--- src/rtl/gate_reduce_unit_if.sv ---
// Streaming bus for gate_reduce_unit: input word handshake, result handshake and status flags.
// Latency: none; this is a plain signal bundle.
// Backpressure: in_ready/out_ready carry the valid-ready flow control in each direction.
// Ports (via modports):
//   slave (the reduce unit): op, in_valid, a, out_ready in; in_ready, out_valid, c, op_err, busy out
//   master (producer/consumer side): the mirror image
//   parity (slave out) exists only when GATE_REDUCE_PARITY_EN is defined
interface gate_reduce_unit_if #(
  parameter int WIDTH = 8
);
  logic [2:0]       op;
  logic             in_valid;
  logic             in_ready;
  logic [WIDTH-1:0] a;
  logic             out_valid;
  logic             out_ready;
  logic [WIDTH-1:0] c;
  logic             op_err;
  logic             busy;
`ifdef GATE_REDUCE_PARITY_EN
  logic             parity;

  modport slave (
    input  op, in_valid, a, out_ready,
    output in_ready, out_valid, c, op_err, busy, parity
  );

  modport master (
    output op, in_valid, a, out_ready,
    input  in_ready, out_valid, c, op_err, busy, parity
  );
`else
  modport slave (
    input  op, in_valid, a, out_ready,
    output in_ready, out_valid, c, op_err, busy
  );

  modport master (
    output op, in_valid, a, out_ready,
    input  in_ready, out_valid, c, op_err, busy
  );
`endif
endinterface

--- src/rtl/gate_reduce_unit.sv ---
// Folds a frame of COUNT words through one bitwise gate (AND/OR/XOR, optionally inverted at the end).
// Latency: out_valid rises on the edge that accepts the last word; at most one frame per COUNT+1 cycles.
// Backpressure: in_ready drops while a result waits; the result holds until out_ready is seen.
// Ports: clk, rst_n (async active-low); bus (gate_reduce_unit_if.slave) carries op/in_valid/in_ready/a,
//   out_valid/out_ready/c, op_err, busy. Optional macro GATE_REDUCE_PARITY_EN adds bus.parity = ^c.
module gate_reduce_unit #(
  parameter int WIDTH = 8,
  parameter int COUNT = 4
) (
  input  logic                clk,
  input  logic                rst_n,
  gate_reduce_unit_if.slave   bus
);

  localparam int            CW   = $clog2(COUNT + 1);
  localparam logic [CW-1:0] LAST = CW'(COUNT);

  typedef enum logic [1:0] {IDLE, ACCUM, DONE} state_t;
  typedef enum logic [1:0] {B_AND, B_OR, B_XOR} base_t;

  state_t           r_state;
  state_t           w_state_nxt;
  base_t            r_base;
  logic             r_inv;
  logic             r_op_err;
  logic [WIDTH-1:0] r_acc;
  logic [WIDTH-1:0] r_c;
  logic [CW-1:0]    r_cnt;

  base_t            w_in_base;
  logic             w_in_inv;
  logic             w_in_err;
  logic             w_in_rdy;
  logic             w_in_xfer;
  logic             w_out_xfer;
  logic [WIDTH-1:0] w_fold;
  logic [WIDTH-1:0] w_acc_nxt;
  logic [CW-1:0]    w_cnt_nxt;
  logic             w_last;
  logic             w_inv;
  logic [WIDTH-1:0] w_res;

  // Decode the incoming op; only used on the first word of a frame.
  // Reserved codes fall back to plain AND and flag an error.
  always_comb begin
    w_in_base = B_AND;
    w_in_inv  = 1'b0;
    w_in_err  = 1'b0;
    case (bus.op)
      3'b001: w_in_base = B_OR;
      3'b010: w_in_base = B_XOR;
      3'b011: w_in_inv  = 1'b1;
      3'b100: begin w_in_base = B_OR;  w_in_inv = 1'b1; end
      3'b101: begin w_in_base = B_XOR; w_in_inv = 1'b1; end
      3'b110, 3'b111: w_in_err = 1'b1;
      default: ;
    endcase
  end

  // Ready/valid depend on registered state only, so no input-to-output combinational path.
  assign w_in_rdy   = (r_state != DONE);
  assign w_in_xfer  = bus.in_valid && w_in_rdy;
  assign w_out_xfer = (r_state == DONE) && bus.out_ready;

  always_comb begin
    case (r_base)
      B_OR:    w_fold = r_acc | bus.a;
      B_XOR:   w_fold = r_acc ^ bus.a;
      default: w_fold = r_acc & bus.a;
    endcase
  end

  // First word seeds the accumulator; later words fold into it.
  assign w_acc_nxt = (r_state == IDLE) ? bus.a : w_fold;
  assign w_cnt_nxt = (r_state == IDLE) ? CW'(1) : r_cnt + CW'(1);
  assign w_last    = (w_cnt_nxt == LAST);
  // For COUNT==1 the frame finishes in IDLE, before the latched invert exists.
  assign w_inv     = (r_state == IDLE) ? w_in_inv : r_inv;
  // Inversion applies once to the finished fold, never per step.
  assign w_res     = w_inv ? ~w_acc_nxt : w_acc_nxt;

  always_ff @(posedge clk or negedge rst_n) begin
    if (!rst_n) r_state <= IDLE;
    else        r_state <= w_state_nxt;
  end

  always_comb begin
    w_state_nxt = r_state;
    case (r_state)
      IDLE, ACCUM: if (w_in_xfer) w_state_nxt = w_last ? DONE : ACCUM;
      DONE:        if (w_out_xfer) w_state_nxt = IDLE;
      default:     w_state_nxt = IDLE;
    endcase
  end

  always_ff @(posedge clk or negedge rst_n) begin
    if (!rst_n) begin
      r_acc    <= '0;
      r_cnt    <= '0;
      r_c      <= '0;
      r_base   <= B_AND;
      r_inv    <= 1'b0;
      r_op_err <= 1'b0;
    end else if (w_in_xfer) begin
      r_acc <= w_acc_nxt;
      r_cnt <= w_cnt_nxt;
      if (r_state == IDLE) begin
        r_base   <= w_in_base;
        r_inv    <= w_in_inv;
        r_op_err <= w_in_err;
      end
      if (w_last) r_c <= w_res;
    end else if (w_out_xfer) begin
      r_cnt <= '0;
    end
  end

`ifdef GATE_REDUCE_PARITY_EN
  logic r_parity;

  always_ff @(posedge clk or negedge rst_n) begin
    if (!rst_n)                  r_parity <= 1'b0;
    else if (w_in_xfer && w_last) r_parity <= ^w_res;
  end

  assign bus.parity = r_parity;
`endif

  assign bus.in_ready  = w_in_rdy;
  assign bus.out_valid = (r_state == DONE);
  assign bus.busy      = (r_state != IDLE);
  assign bus.c         = r_c;
  assign bus.op_err    = r_op_err;

endmodule

--- src/flat_wrapper.sv ---
// flat-port wrapper written by rule: the top's interface ports become plain ports
module gate_reduce_unit_flat 
#(
  parameter int WIDTH = 8,
  parameter int COUNT = 4
)
  (clk, rst_n, bus_op, bus_in_valid, bus_a, bus_out_ready, bus_in_ready, bus_out_valid, bus_c, bus_op_err, bus_busy);
  gate_reduce_unit_if #(.WIDTH(WIDTH)) bus_i ();
  input  logic clk;
  input  logic rst_n;
  input wire logic [$bits(bus_i.op)-1:0] bus_op;
  input wire logic [$bits(bus_i.in_valid)-1:0] bus_in_valid;
  input wire logic [$bits(bus_i.a)-1:0] bus_a;
  input wire logic [$bits(bus_i.out_ready)-1:0] bus_out_ready;
  output wire logic [$bits(bus_i.in_ready)-1:0] bus_in_ready;
  output wire logic [$bits(bus_i.out_valid)-1:0] bus_out_valid;
  output wire logic [$bits(bus_i.c)-1:0] bus_c;
  output wire logic [$bits(bus_i.op_err)-1:0] bus_op_err;
  output wire logic [$bits(bus_i.busy)-1:0] bus_busy;
  assign bus_i.op = bus_op;
  assign bus_i.in_valid = bus_in_valid;
  assign bus_i.a = bus_a;
  assign bus_i.out_ready = bus_out_ready;
  assign bus_in_ready = bus_i.in_ready;
  assign bus_out_valid = bus_i.out_valid;
  assign bus_c = bus_i.c;
  assign bus_op_err = bus_i.op_err;
  assign bus_busy = bus_i.busy;
  gate_reduce_unit #(.WIDTH(WIDTH), .COUNT(COUNT)) u_core (.clk(clk), .rst_n(rst_n), .bus(bus_i));
endmodule
--- config.mk ---
export PLATFORM = sky130hd
export DESIGN_NAME = gate_reduce_unit_flat
export DESIGN_NICKNAME = d
export VERILOG_FILES = /design/src/rtl/gate_reduce_unit_if.sv /design/src/rtl/gate_reduce_unit.sv /design/src/flat_wrapper.sv
export SDC_FILE = /design/constraint.sdc
export NUM_CORES = 1
export LEC_CHECK = 0
export CAP_MARGIN = 10
export CORE_MARGIN = 5
export CORE_UTILIZATION = 56
export DETAILED_ROUTE_END_ITERATION = 12
export GPL_TIMING_DRIVEN = 0
export PLACE_DENSITY = 0.83
export SLEW_MARGIN = 10
export SYNTH_ARGS = -nofsm -noshare
export SYNTH_HDL_FRONTEND = slang
export SYNTH_SLANG_ARGS = --single-unit
--- constraint.sdc ---
create_clock -name clk -period 4.65 [get_ports clk]
set_input_delay 0.93 -clock clk [delete_from_list [all_inputs] [get_ports clk]]
set_output_delay 0.93 -clock clk [all_outputs]
set_load 0.03 [all_outputs]
---- Word level (Yosys, flattened, before mapping) ----
Index checks and enable logic that the tools add are counted.
storage, ports and cells
  word-level logic and storage cells ...... 54
  bits in registers ....................... 25
  bits of input ports ..................... 15
  output and inout port bits .............. 12
operators by class
  multiplexer cells ....................... 14
  equal/unequal tests ..................... 15
  bitwise operators ....................... 4
  reduce and logical (&&, ||, !) cells .... 13
  add/subtract/negate cells ............... 1
operator list
  kind                   count
  $mux W8                2
  $pmux W8 S2            1
  $eq A3 B3 Y1 const B   5
  $mux W3                3
  $and A8 B8 Y8          1
  $not A8 Y8             1
  $or A8 B8 Y8           1
  $pmux W2 S2            2
  $reduce_or A2 Y1       4
  $xor A8 B8 Y8          1
  $eq A3 B2 Y1 const B   2
  $mux W2                3
  $reduce_and A2 Y1      3
  $eq A2 B1 Y1 const B   2
  $eq A2 B2 Y1 const B   2
  $ne A2 B1 Y1 const B   2
  $reduce_bool A2 Y1     2
  $add A3 B1 Y3 const B  1
  $eq A3 B1 Y1 const B   1
  $mux W1                3
  $reduce_or A3 Y1       1
  $logic_and A1 B1 Y1    2
  $logic_not A2 Y1       1
  $ne A2 B2 Y1 const B   1

---- Longest topological paths before layout ----
Gate-level depths: netlist of the first run.
  word-level depth ........................ 6
  mapped depth ............................ 7
  depth with buffers taken out ............ 7

---- Least setup slack after synthesis of the first run ----
No wires, ideal clock.
  path type ............................... register to output
  from .................................... register u_core.r_state[0]
  to ...................................... output port bus_out_valid
  arrival ................................. 1,095 ps
  buffers on the path ..................... 0
  required time ........................... 3,720 ps
  stages on the path, launching flop included .. 3
  setup slack ............................. 2,625 ps
  cell sequence ........................... dfrtp_1 > nand2b_1 > inv_1
between the ends
  longest elaborated chain between the ends .. 1
ends and longest elaborated chain
  item                      RTL line                 source
  start: declaration        gate_reduce_unit.sv:21   state_t r_state;
  start signal: assignment  gate_reduce_unit.sv:84   else r_state <= w_state_nxt;
  $eq A2 B2 Y1              gate_reduce_unit.sv:130  assign bus.out_valid = (r_state == DONE);
  end: declaration          flat_wrapper.sv:16       output wire logic [$bits(bus_i.out_valid)-1:0] bus_out_valid;
No other way between the ends.

---- Final worst setup path of the first run ----
Ends and elaborated chain as after synthesis.

==> summary.md, run 1 <==
| Metric | Value |
|---|---|
| Vias | `between 1000 and 1500` |
| Clock power frac | `around 7%` |
| Met3 wire length | `between 100 and 150 µm` |
| First-pass GRT wire length | `6.31 mm` |
| Synth top area share | `36.2%` |
| VDD IR max | `0.344 mV` |
| Pins over their slew limit | `0` |
| Reg2Reg Depth | `6` |
| Register bit count reported by yosys | `25` |
| Pre-Repair DR Iteration Count | `4` |
| Clock skew | `8.82 ps` |
| # Post-CTS Setup Buffers | `0` |
| Post-Route WL | `3.63 mm` |
| Post-synthesis sequential area ratio | `between 30 and 40%` |
| Initial antenna violation count | `0` |
| Type of the worst setup path | `flop to output pin` |
| Count of different cell masters after synthesis | `29` |
| Rows | `20` |
| Fin nets | `237` |
| Yosys top cell by area | `dfrtp_1` |
| Clock transition at path regs | `roughly 150 ps` |
| Area grow syn2layout | `18.1%` |
| M1 wire length | `1.51 mm` |
| # resized after CTS | `0` |
| Count leader, synth | `inv_1` |
| Flop2flop setup slack | `approximately 2700 ps` |
| Largest net degree at the start of global routing | `26` |
| Die Y | `between 60 and 70 µm` |
| Synth Instances | `around 170` |
| Post-synth top cells | `inv_1, dfrtp_1, ha_1` |
| Period utilisation layout | `about three fifths` |
| Gp weighted congestion | `around 0.8` |
| Hold WS | `507 ps` |
| Avg Inst Size Synth | `approximately 10 µm²` |
| Overflow after GRT | `0` |
| Vias in the first global route | `roughly 1400` |
| Setup total negative slack | `0 ps` |
| Clock root buffer | `clkbuf_4` |
| Average vias per placed instance | `about 5.6` |
| Clock Sink Count | `25` |
| Switch Pwr | `just under 0.7 mW` |
| Crit path time final | `roughly 2800 ps` |
| Logic pwr share | `between 60% and 70%` |
| Synth warnings | `0` |
| Post-Syn Nets | `between 200 and 250` |
| CP required | `between 3000 and 4000 ps` |
| Detailed Place HPWL | `2.77 mm` |
| Nature of the critical path endpoint | `output pin` |
| Die X | `65.6 µm` |
| Crit start category | `flop` |
| FF-to-FF Start | `u_core.r_base[0]$_DFFE_PN0P_` |
| Share of cells above drive strength 1 | `~15%` |
| Die area | `4300 µm²` |
| N_diodes | `0` |
| Worst slew pin tran | `approximately 580 ps` |
| DRC | `0` |
| DP Worst Slack | `just over 2000 ps` |
| # hold bufs at CTS | `0` |
| IO Port Bufs | `25` |
| Worst Hold Launch | `u_core.bus.op_err$_DFFE_PN0P_` |
| Initial Util | `about 58%` |
| Hold crit path type | `flop to flop` |
| Power Density | `just over 700 nW/µm²` |
| Flop pwr share | `approximately 28%` |
| Core Box Area | `3000 µm²` |
| Status | `finished, final reports clean` |
| CTS Buf Count | `3` |
| Longest Clk Path Bufs | `2` |
| Fin. Hold Viols | `0` |
| DRT antenna net count | `0` |
| Max-slew headroom | `between 60 and 70%` |
| Worst EP arrival | `1860 ps` |
| Clk_lat worst skew | `~330 ps` |
| H-tree levels | `1` |
| Synth top area cells | `dfrtp_1, ha_1, a221oi_2, inv_1, mux2_2` |
| FFs w/ async S/R, synth | `100%` |
| Routed WL per cell | `between 15 and 20 µm` |
| Post-synth EDFFs | `0` |
| Total Routing Usage GR | `18.8%` |
| Pint | `between 0.7 and 0.8 mW` |
| DRT iter0 DRCs | `65` |
| Hold depth | `2` |
| WHS Endpoint | `u_core.bus.op_err$_DFFE_PN0P_` |
| Crit-path max FO | `7` |
| Max Freq | `0.358 GHz` |
| Sw frac | `between 40% and 50%` |
| Num ports | `27` |
| Top Layer Used | `met4` |
| Most used DFF post-synth | `dfrtp_1` |
| Final Setup Violations | `0` |
| TritonCTS clock tree | `yes` |
| Post-synthesis cell area | `1730 µm²` |
| Leak | `0.949 nW` |
| Unrepaired setup endpoints after global routing | `no` |
| RR Endpoint | `u_core.bus.c[3]$_DFFE_PN0P_` |
| PnR worst setup slack | `about 1900 ps` |
| Total of max-cap violations | `0` |
| Met2 WL | `between 1.5 and 2 mm` |
[placed cells by master (no fill, tap or decap), types with 8 or more instances in the layout]
master,netlist,routed
ha_1,19,19
nor3b_1,8,8
inv_1,29,29
a221oi_2,8,8
a21oi_1,10,10
xor2_1,8,8
nor2_1,10,10
a22oi_1,8,8
mux2_2,9,9
clkdlybuf4s50_1,0,24
dfrtp_1,25,25
[cell families after synthesis]
group / after synthesis / synth area share, %
xor+xnor: 10 / 5.06
simple gates: 35 / 11.4
buf+inv: 36 / 9.62
fa+ha+maj: 19 / 13.7
mux: 10 / 6.44
compound gates: 38 / 17.6
flops: 25 / 36.2
[sequential cells by signal, summed over array words and instances (netlist names), named ones only]
| register | flops |
|---|---|
| u_core.r_state | 2 |
| u_core.r_cnt | 3 |
| u_core.r_base | 2 |
| u_core.bus.op_err | 1 |
| u_core.r_acc | 8 |
| u_core.bus.c | 8 |
[per-stage QoR]
| stage | power, mW | cells | utilization (%) | area, µm² |
|---|---|---|---|---|
| finish | 1.47 | 235 | 68.1 | 2040 |
| global route | 1.60 | 235 | 68.1 | 2040 |
| CTS | 1.49 | 235 | 68.3 | 2050 |
| detailed placement | 1.38 | 231 | 67.3 | 2020 |
| global placement | 1.32 | 231 | 67.3 | 2020 |
| floorplan | 1.11 | 173 | - | 1730 |
[layout make-up]
class	count	area [µm²]
clock buffers	3	22.5
multi-input cells	112	938
flip-flops and latches	25	626
well taps	33	41.3
plain buffers	7	57.6
inverters	29	109
clock inverters	1	5.00
repair buffers	25	245
fillers	240	958
[critical path: stages (launching register included)]
cell	delay (ps)
dfrtp_1	500
nand2b_1	260
inv_1	100
clkdlybuf4s50_1	670
[worst max-delay path by stage]
stage                                  start                           to  depth (start not counted)
3_5_place_dp                        bus_a[3]  u_core.bus.c[3]$_DFFE_PN0P_                          7
2_1_floorplan  u_core.r_state[0]$_DFFE_PN0P_                bus_out_valid                          2
6_report       u_core.r_state[0]$_DFFE_PN0P_                bus_out_valid                          3
3_3_place_gp                        bus_a[6]  u_core.bus.c[6]$_DFFE_PN0P_                          7
4_1_cts        u_core.r_state[0]$_DFFE_PN0P_                bus_out_valid                          3
5_1_grt        u_core.r_state[0]$_DFFE_PN0P_                bus_out_valid                          3
[power groups by stage]
| stage | logic, mW | registers [mW] | clock network (mW) |
|---|---|---|---|
| 6_report | 0.961 | 0.405 | 0.103 |
| 5_1_grt | 1.06 | 0.423 | 0.113 |
| 4_1_cts | 0.975 | 0.404 | 0.106 |
| 3_5_place_dp | 0.972 | 0.409 | 0 |
| 3_3_place_gp | 0.923 | 0.399 | 0 |
| 2_1_floorplan | 0.640 | 0.469 | 0 |
[layer usage]
| layer | vias to the layer above | global-route usage, % |
|---|---|---|
| met1 | 648 | 23.2 |
| li1 | 648 | - |
| met5 | - | 0 |
| met4 | 0 | 2.59 |
| met2 | 23 | 34.1 |
| met3 | 3 | 3.93 |
Note: power is estimated with default switching activity, not from simulation.
==> run 2, diff against run 1 <==
--- a/config.mk
+++ b/config.mk
@@ -7,10 +7,10 @@
 export LEC_CHECK = 0
 export CAP_MARGIN = 10
 export CORE_MARGIN = 5
-export CORE_UTILIZATION = 56
+export CORE_UTILIZATION = 48
 export DETAILED_ROUTE_END_ITERATION = 12
 export GPL_TIMING_DRIVEN = 0
-export PLACE_DENSITY = 0.83
+export PLACE_DENSITY = 0.75
 export SLEW_MARGIN = 10
 export SYNTH_ARGS = -nofsm -noshare
 export SYNTH_HDL_FRONTEND = slang
==> constraint.sdc (replaced) <==
create_clock -name clk -period 2.3 [get_ports clk]
set_input_delay 0.46 -clock clk [delete_from_list [all_inputs] [get_ports clk]]
set_output_delay 0.46 -clock clk [all_outputs]
set_load 0.03 [all_outputs]
==> run 2 against run 1 <==
Against the previous run: die area up 14%; cell count up 5.5%; clock skew down 5.7 ps; combinational power up 100%; register-to-register slack worse by 2300 ps; clock-buffer cell count up 1; final area up 0.92%; sequential power up 100%; core utilization down 7.7 points; via count up 0.15%; power up 100%; global-route usage down 3.2 points; critical path type unchanged; critical endpoint unchanged; largest cell class unchanged.
==> summary.md, run 2 (same netlist as run 1, synthesis figures left out) <==
| Metric | Value |
|---|---|
| DRC | `0 (unchanged)` |
| Clk_lat worst skew | `320 ps (about the same)` |
| Commonest non-fill, non-tap cell in the layout | `inv_1` |
| Max Freq | `0.497 GHz` |
| Clock root buffer | `clkbuf_4` |
| Crit start category | `flop` |
| Area grow syn2layout | `19.2%` |
| Crit path time final | `2010 ps` |
| Die X | `70.0 µm (+6.8%)` |
| Crit-path max FO | `7 (unchanged)` |
| Routed WL per cell | `14.6 µm (-5.6%)` |
| H-tree levels | `1 (unchanged)` |
| CTS Buf Count | `3 (unchanged)` |
| Vias | `1324 (+0.15%)` |
| Inst Count DP | `244 (+5.6%)` |
| DRT iter0 DRCs | `60 (-7.7%)` |
| Most frequent cells in the layout | `inv_1, dfrtp_1, clkdlybuf4s50_1, ha_1` |
| Die area | `4910 µm² (+14%)` |
| Initial antenna violation count | `0 (unchanged)` |
| Worst slew pin tran | `575 ps (-0.607 ps)` |
| Unrepaired setup endpoints after global routing | `no` |
| Worst EP arrival | `1550 ps (-310 ps)` |
| Flop2flop setup slack | `350 ps (-2330 ps)` |
| Detailed Place HPWL | `2.83 mm (+2.1%)` |
| Status | `finished, final reports clean` |
| Total of max-cap violations | `0 (unchanged)` |
| Total Routing Usage GR | `15.5% (-3.2 points)` |
| Overflow after GRT | `0 (unchanged)` |
| Clock transition at path regs | `140 ps (about the same)` |
| Cell Chain, Critical Path | `nand2b_1, inv_1, dlygate4sd2_1` |
| Vias in the first global route | `1429 (+1.7%)` |
| Top delay family on crit path | `buffers and inverters` |
| Pins over their slew limit | `0 (unchanged)` |
| N_diodes | `0 (unchanged)` |
| TritonCTS clock tree | `yes` |
| Fin. Hold Viols | `0 (unchanged)` |
| Power Density | `1440 nW/µm² (+100%)` |
| CP required | `1840 ps (-1880 ps)` |
| Fin cells | `248 (+5.5%)` |
| Max-slew headroom | `61.7% (about the same)` |
| # Post-CTS Setup Buffers | `0 (unchanged)` |
| Nature of the critical path endpoint | `output pin` |
| Clock Sink Count | `25 (unchanged)` |
| Largest net degree at the start of global routing | `26 (unchanged)` |
| Rows | `21 (+5.0%)` |
| Final Setup Violations | `0 (unchanged)` |
| Setup total negative slack | `0 ps (unchanged)` |
| Clock skew | `3.15 ps (-5.66 ps)` |
| Pre-Repair DR Iteration Count | `4 (unchanged)` |
| Average vias per placed instance | `5.34 (-5.1%)` |
| Gp weighted congestion | `0.790 (+0.23%)` |
| Flop pwr share | `27.6% (about the same)` |
| Sw frac | `46.3% (-0.11 points)` |
| Buf+Inv Stages, Crit Path | `2 (unchanged)` |
| Slowest CP cell | `dfrtp_1` |
| First-pass GRT wire length | `6.31 mm (unchanged)` |
| Initial Util | `50.7% (-7.0 points)` |
| Hold crit path type | `input port to asynchronous set/reset pin` |
| Share of cells above drive strength 1 | `14.4% (-0.50 points)` |
| Period utilisation layout | `87.5%` |
| Num ports | `27 (unchanged)` |
| Longest Clk Path Bufs | `2 (unchanged)` |
| Core Box Area | `3420 µm² (+14%)` |
| Logic pwr share | `65.6% (+0.2 points)` |
| VDD IR max | `0.748 mV (+120%)` |
| Critical path's largest stage delay | `490 ps (-180 ps)` |
| Switch Pwr | `1.37 mW (+100%)` |
| DRT antenna net count | `0 (unchanged)` |
| Post-Route WL | `3.62 mm (-0.39%)` |
| Final core utilization | `60.4% (-7.7 points)` |
| Die Y | `70.0 µm (+6.8%)` |
| Fin nets | `237 (unchanged)` |
| Leak | `0.954 nW (+0.53%)` |
| Clock power frac | `6.8% (-0.2 points)` |
| Type of the worst setup path | `flop to output pin` |
| Fillers | `307 (+28%)` |
| IO Port Bufs | `25 (unchanged)` |
| Pint | `1.59 mW (+100%)` |
## run 2: cell count changes in the layout (fill, tap and decap cells not counted), sizes merged
cell / delta
clkdlybuf4s50: -3
dlymetal6s2s: +2
clkbuf: +1
clkinv: -1
dlygate4sd2: +1
## run 2: per-stage QoR
stage / hold slack [ps] / instance area (µm²) / worst slack, ps / power [mW]
detailed placement: 478 / 2040 / 122 / 2.78
global route: 145 / 2060 / 187 / 3.22
floorplan: 164 / 1730 / 696 / 2.24
CTS: 450 / 2060 / 38.2 / 2.99
global placement: 468 / 2040 / 179 / 2.68
finish: 106 / 2060 / 288 / 2.96
## run 2: final timing paths
path	startpoint	cells after the start	end
min reg2reg	flop	2	flop
max in group asynchronous	rst_n	1	u_core.r_cnt[1]$_DFFE_PN0P_
min in group clk	bus_in_valid	3	u_core.r_state[0]$_DFFE_PN0P_
min	rst_n	1	u_core.r_acc[3]$_DFFE_PN0P_
max reg2reg	u_core.r_base[0]$_DFFE_PN0P_	6	u_core.bus.c[5]$_DFFE_PN0P_
max	u_core.r_state[0]$_DFFE_PN0P_	3	bus_out_valid
## run 2: what timing repair did
item / 4_1_cts / 5_1_grt
endpoints found under the setup margin: 1 / 2
hold buffers: 0 / 0
resized for setup: 1 / 2
## run 2: worst register-to-register path, cell delays in order (launching register included)
cell and delay [ps]:
dfrtp_1 390, inv_1 50, ha_1 420, nor2_2 500, a221oi_2 160, xor2_1 200, a21oi_1 160
## run 2: per-layer routing
layer,GRT usage (%),vias up,routed length (µm)
met3,2.87,3,143
li1,-,648,-
met2,29.8,19,1930
met1,17.7,654,1520
met5,0,-,0
met4,3.19,0,29
## run 2: area by class of cell
type	count	area (µm²)	share of cell area, %
buffer	7	57.6	2.79
tap	46	57.6	2.79
sequential	25	626	30.3
clock buffer	4	26.3	1.27
timing repair buffer	25	249	12.1
multi-input combinational	112	938	45.5
inverter	29	109	5.28
## run 2: power groups by stage
stage | clock network (mW) | logic (mW) | registers (mW)
finish | 0.202 | 1.94 | 0.816
global route | 0.223 | 2.15 | 0.846
CTS | 0.209 | 1.96 | 0.816
detailed placement | 0 | 1.96 | 0.826
global placement | 0 | 1.87 | 0.808
floorplan | 0 | 1.29 | 0.949
==> run 3, diff against run 2 <==
--- a/config.mk
+++ b/config.mk
@@ -11,6 +11,7 @@
 export DETAILED_ROUTE_END_ITERATION = 12
 export GPL_TIMING_DRIVEN = 0
 export PLACE_DENSITY = 0.75
+export RECOVER_POWER = 50
 export SLEW_MARGIN = 10
 export SYNTH_ARGS = -nofsm -noshare
 export SYNTH_HDL_FRONTEND = slang
==> run 3 against run 2 <==
Against the previous run: final area fell by 0.42%; power down 0.29%; sequential share of layout area is 0.13 points higher; largest cell class unchanged; sequential cell count stayed put; critical path depth up 1; first-iteration DRC count rose by 3.3%; critical path type unchanged; die area unchanged; cell count unchanged; fmax shrank 1.5%; combinational power is essentially flat.
==> summary.md, run 3 (same netlist as run 1, synthesis figures left out) <==
| Metric | Value |
|---|---|
| Clock skew | `3.34 ps (+0.187 ps)` |
| Vias in the first global route | `1429 (unchanged)` |
| Longest Clk Path Bufs | `2 (unchanged)` |
| Status | `finished, final reports clean` |
| VDD IR max | `0.740 mV (-1.1%)` |
| IO Port Bufs | `25 (unchanged)` |
| Die area | `4910 µm² (unchanged)` |
| Area grow syn2layout | `18.7%` |
| Rows | `21 (unchanged)` |
| Worst EP arrival | `1580 ps (+30 ps)` |
| Detailed Place HPWL | `2.83 mm (unchanged)` |
| Final Setup Violations | `0 (unchanged)` |
| Total Routing Usage GR | `15.5% (unchanged)` |
| H-tree levels | `1 (unchanged)` |
| Gp weighted congestion | `0.790 (unchanged)` |
| Initial Util | `50.7% (unchanged)` |
| Logic pwr share | `65.7% (about the same)` |
| DP Worst Slack | `122 ps (unchanged)` |
| Reg2Reg Depth | `6 (unchanged)` |
| Met2 WL | `1.93 mm (unchanged)` |
| Crit path time final | `2040 ps (+30.9 ps)` |
| Sw frac | `46.3% (about the same)` |
| Largest net degree at the start of global routing | `26 (unchanged)` |
| Share of cells above drive strength 1 | `13.4% (-0.99 points)` |
| Overflow after GRT | `0 (unchanged)` |
| # resized after CTS | `1 (unchanged)` |
| # Post-CTS Setup Buffers | `0 (unchanged)` |
| Crit start category | `flop` |
| Clock power frac | `6.9% (about the same)` |
| Average vias per placed instance | `5.33 (-0.23%)` |
| Routed WL per cell | `14.6 µm (+0.25%)` |
| Worst slew pin tran | `1380 ps (+801 ps)` |
| Fin. Hold Viols | `0 (unchanged)` |
| Period utilisation layout | `88.8% (+1.3 points)` |
| Die X | `70.0 µm (unchanged)` |
| Vias | `1321 (-0.23%)` |
| Num ports | `27 (unchanged)` |
| FF-to-FF Start | `u_core.r_base[0]$_DFFE_PN0P_` |
| N_diodes | `0 (unchanged)` |
| Unrepaired setup endpoints after global routing | `no` |
| Type of the worst setup path | `flop to output pin` |
| Flop pwr share | `27.4% (-0.2 points)` |
| First-pass GRT wire length | `6.31 mm (unchanged)` |
| Pre-Repair DR Iteration Count | `4 (unchanged)` |
| Core Box Area | `3420 µm² (unchanged)` |
| RR Endpoint | `u_core.bus.c[5]$_DFFE_PN0P_` |
| Most frequent cells in the layout | `inv_1, dfrtp_1, clkdlybuf4s50_1, ha_1, nor2_1` |
| Max Freq | `0.489 GHz (-1.5%)` |
| Hold crit path type | `input port to asynchronous set/reset pin` |
| TritonCTS clock tree | `yes` |
| Area of the multi-input gates | `931 µm² (-0.80%)` |
| Clock transition at path regs | `140 ps (about the same)` |
| CTS Buf Count | `3 (unchanged)` |
| Crit-path max FO | `10 (+3)` |
| Commonest non-fill, non-tap cell in the layout | `inv_1` |
| Top Layer Used | `met4` |
| Total of max-cap violations | `0 (unchanged)` |
| Register area | `626 µm² (unchanged)` |
| DRT antenna net count | `0 (unchanged)` |
| Leak | `0.951 nW (-0.34%)` |
| Post-Route WL | `3.63 mm (+0.25%)` |
| DRC | `0 (unchanged)` |
| Die Y | `70.0 µm (unchanged)` |
| Pins over their slew limit | `0 (unchanged)` |
| Switch Pwr | `1.37 mW (-0.34%)` |
| CP required | `1840 ps (about the same)` |
| Nature of the critical path endpoint | `output pin` |
| M1 wire length | `1.53 mm (+0.66%)` |
| PnR worst setup slack | `257 ps (-30.9 ps)` |
| Fillers | `308 (+0.33%)` |
| Clock root buffer | `clkbuf_4` |
| Power Density | `1440 nW/µm² (+0.14%)` |
| DRT iter0 DRCs | `62 (+3.3%)` |
| # hold bufs at CTS | `0 (unchanged)` |
| Clock Sink Count | `25 (unchanged)` |
| Met3 wire length | `142 µm (-0.70%)` |
| Setup total negative slack | `0 ps (unchanged)` |
| Total chip power | `2.95 mW (-0.29%)` |
| Clk_lat worst skew | `330 ps (about the same)` |
| Pint | `1.59 mW (-0.24%)` |
| Max-slew headroom | `8.31% (-53 points)` |
| Initial antenna violation count | `0 (unchanged)` |
| Flop2flop setup slack | `340 ps (about the same)` |
| Fin nets | `237 (unchanged)` |
==> run 3: cell count changes in the layout (fill, tap and decap cells not counted) <==
cell	before	now
clkbuf_1	1	2
nor2_1	10	11
nor2_4	1	0
buf_2	2	1
==> run 3: cell type report <==
cell class | count | area share, %
well taps | 46 | 2.80
multi-input cells | 112 | 45.3
plain buffers | 7 | 2.80
clock buffers | 4 | 1.28
repair buffers | 25 | 12.1
inverters | 29 | 5.30
flip-flops and latches | 25 | 30.5
==> run 3: through the flow <==
step	hold slack, ps	cells	instance area [µm²]	util, %
2_1_floorplan	164	173	1730	-
3_3_place_gp	468	244	2040	59.7
3_5_place_dp	478	244	2040	59.7
4_1_cts	450	248	2060	60.4
5_1_grt	466	248	2050	60.1
6_report	413	248	2050	60.1
==> run 3: power by group through the flow <==
| stage | Sequential, mW | Combinational [mW] | Clock (mW) |
|---|---|---|---|
| after global placement | 0.808 | 1.87 | 0 |
| final | 0.810 | 1.94 | 0.203 |
| after global routing | 0.840 | 2.15 | 0.223 |
| after detailed placement | 0.826 | 1.96 | 0 |
| after floorplan | 0.949 | 1.29 | 0 |
| after CTS | 0.816 | 1.96 | 0.209 |
==> run 3: critical path, cell delays in order, from the launching register on <==
cell,delay (ps)
dfrtp_1,470
nor2_1,290
buf_6,220
inv_1,50
dlymetal6s2s_1,230
==> run 3: routing by layer <==
metal,up-vias,global-route usage [%]
met1,649,17.7
met4,0,3.19
met5,-,0
met2,19,29.8
met3,3,2.87
li1,650,-
==> run 3: worst max-delay path by stage <==
stage	start	to	cells past startpoint
floorplan	u_core.r_base[0]$_DFFE_PN0P_	u_core.r_acc[0]$_DFFE_PN0P_	5
global placement	bus_a[5]	u_core.bus.c[5]$_DFFE_PN0P_	7
detailed placement	bus_a[5]	u_core.bus.c[5]$_DFFE_PN0P_	7
CTS	u_core.r_state[0]$_DFFE_PN0P_	bus_busy	4
global route	u_core.r_state[0]$_DFFE_PN0P_	bus_busy	4
finish	u_core.r_state[0]$_DFFE_PN0P_	bus_busy	4
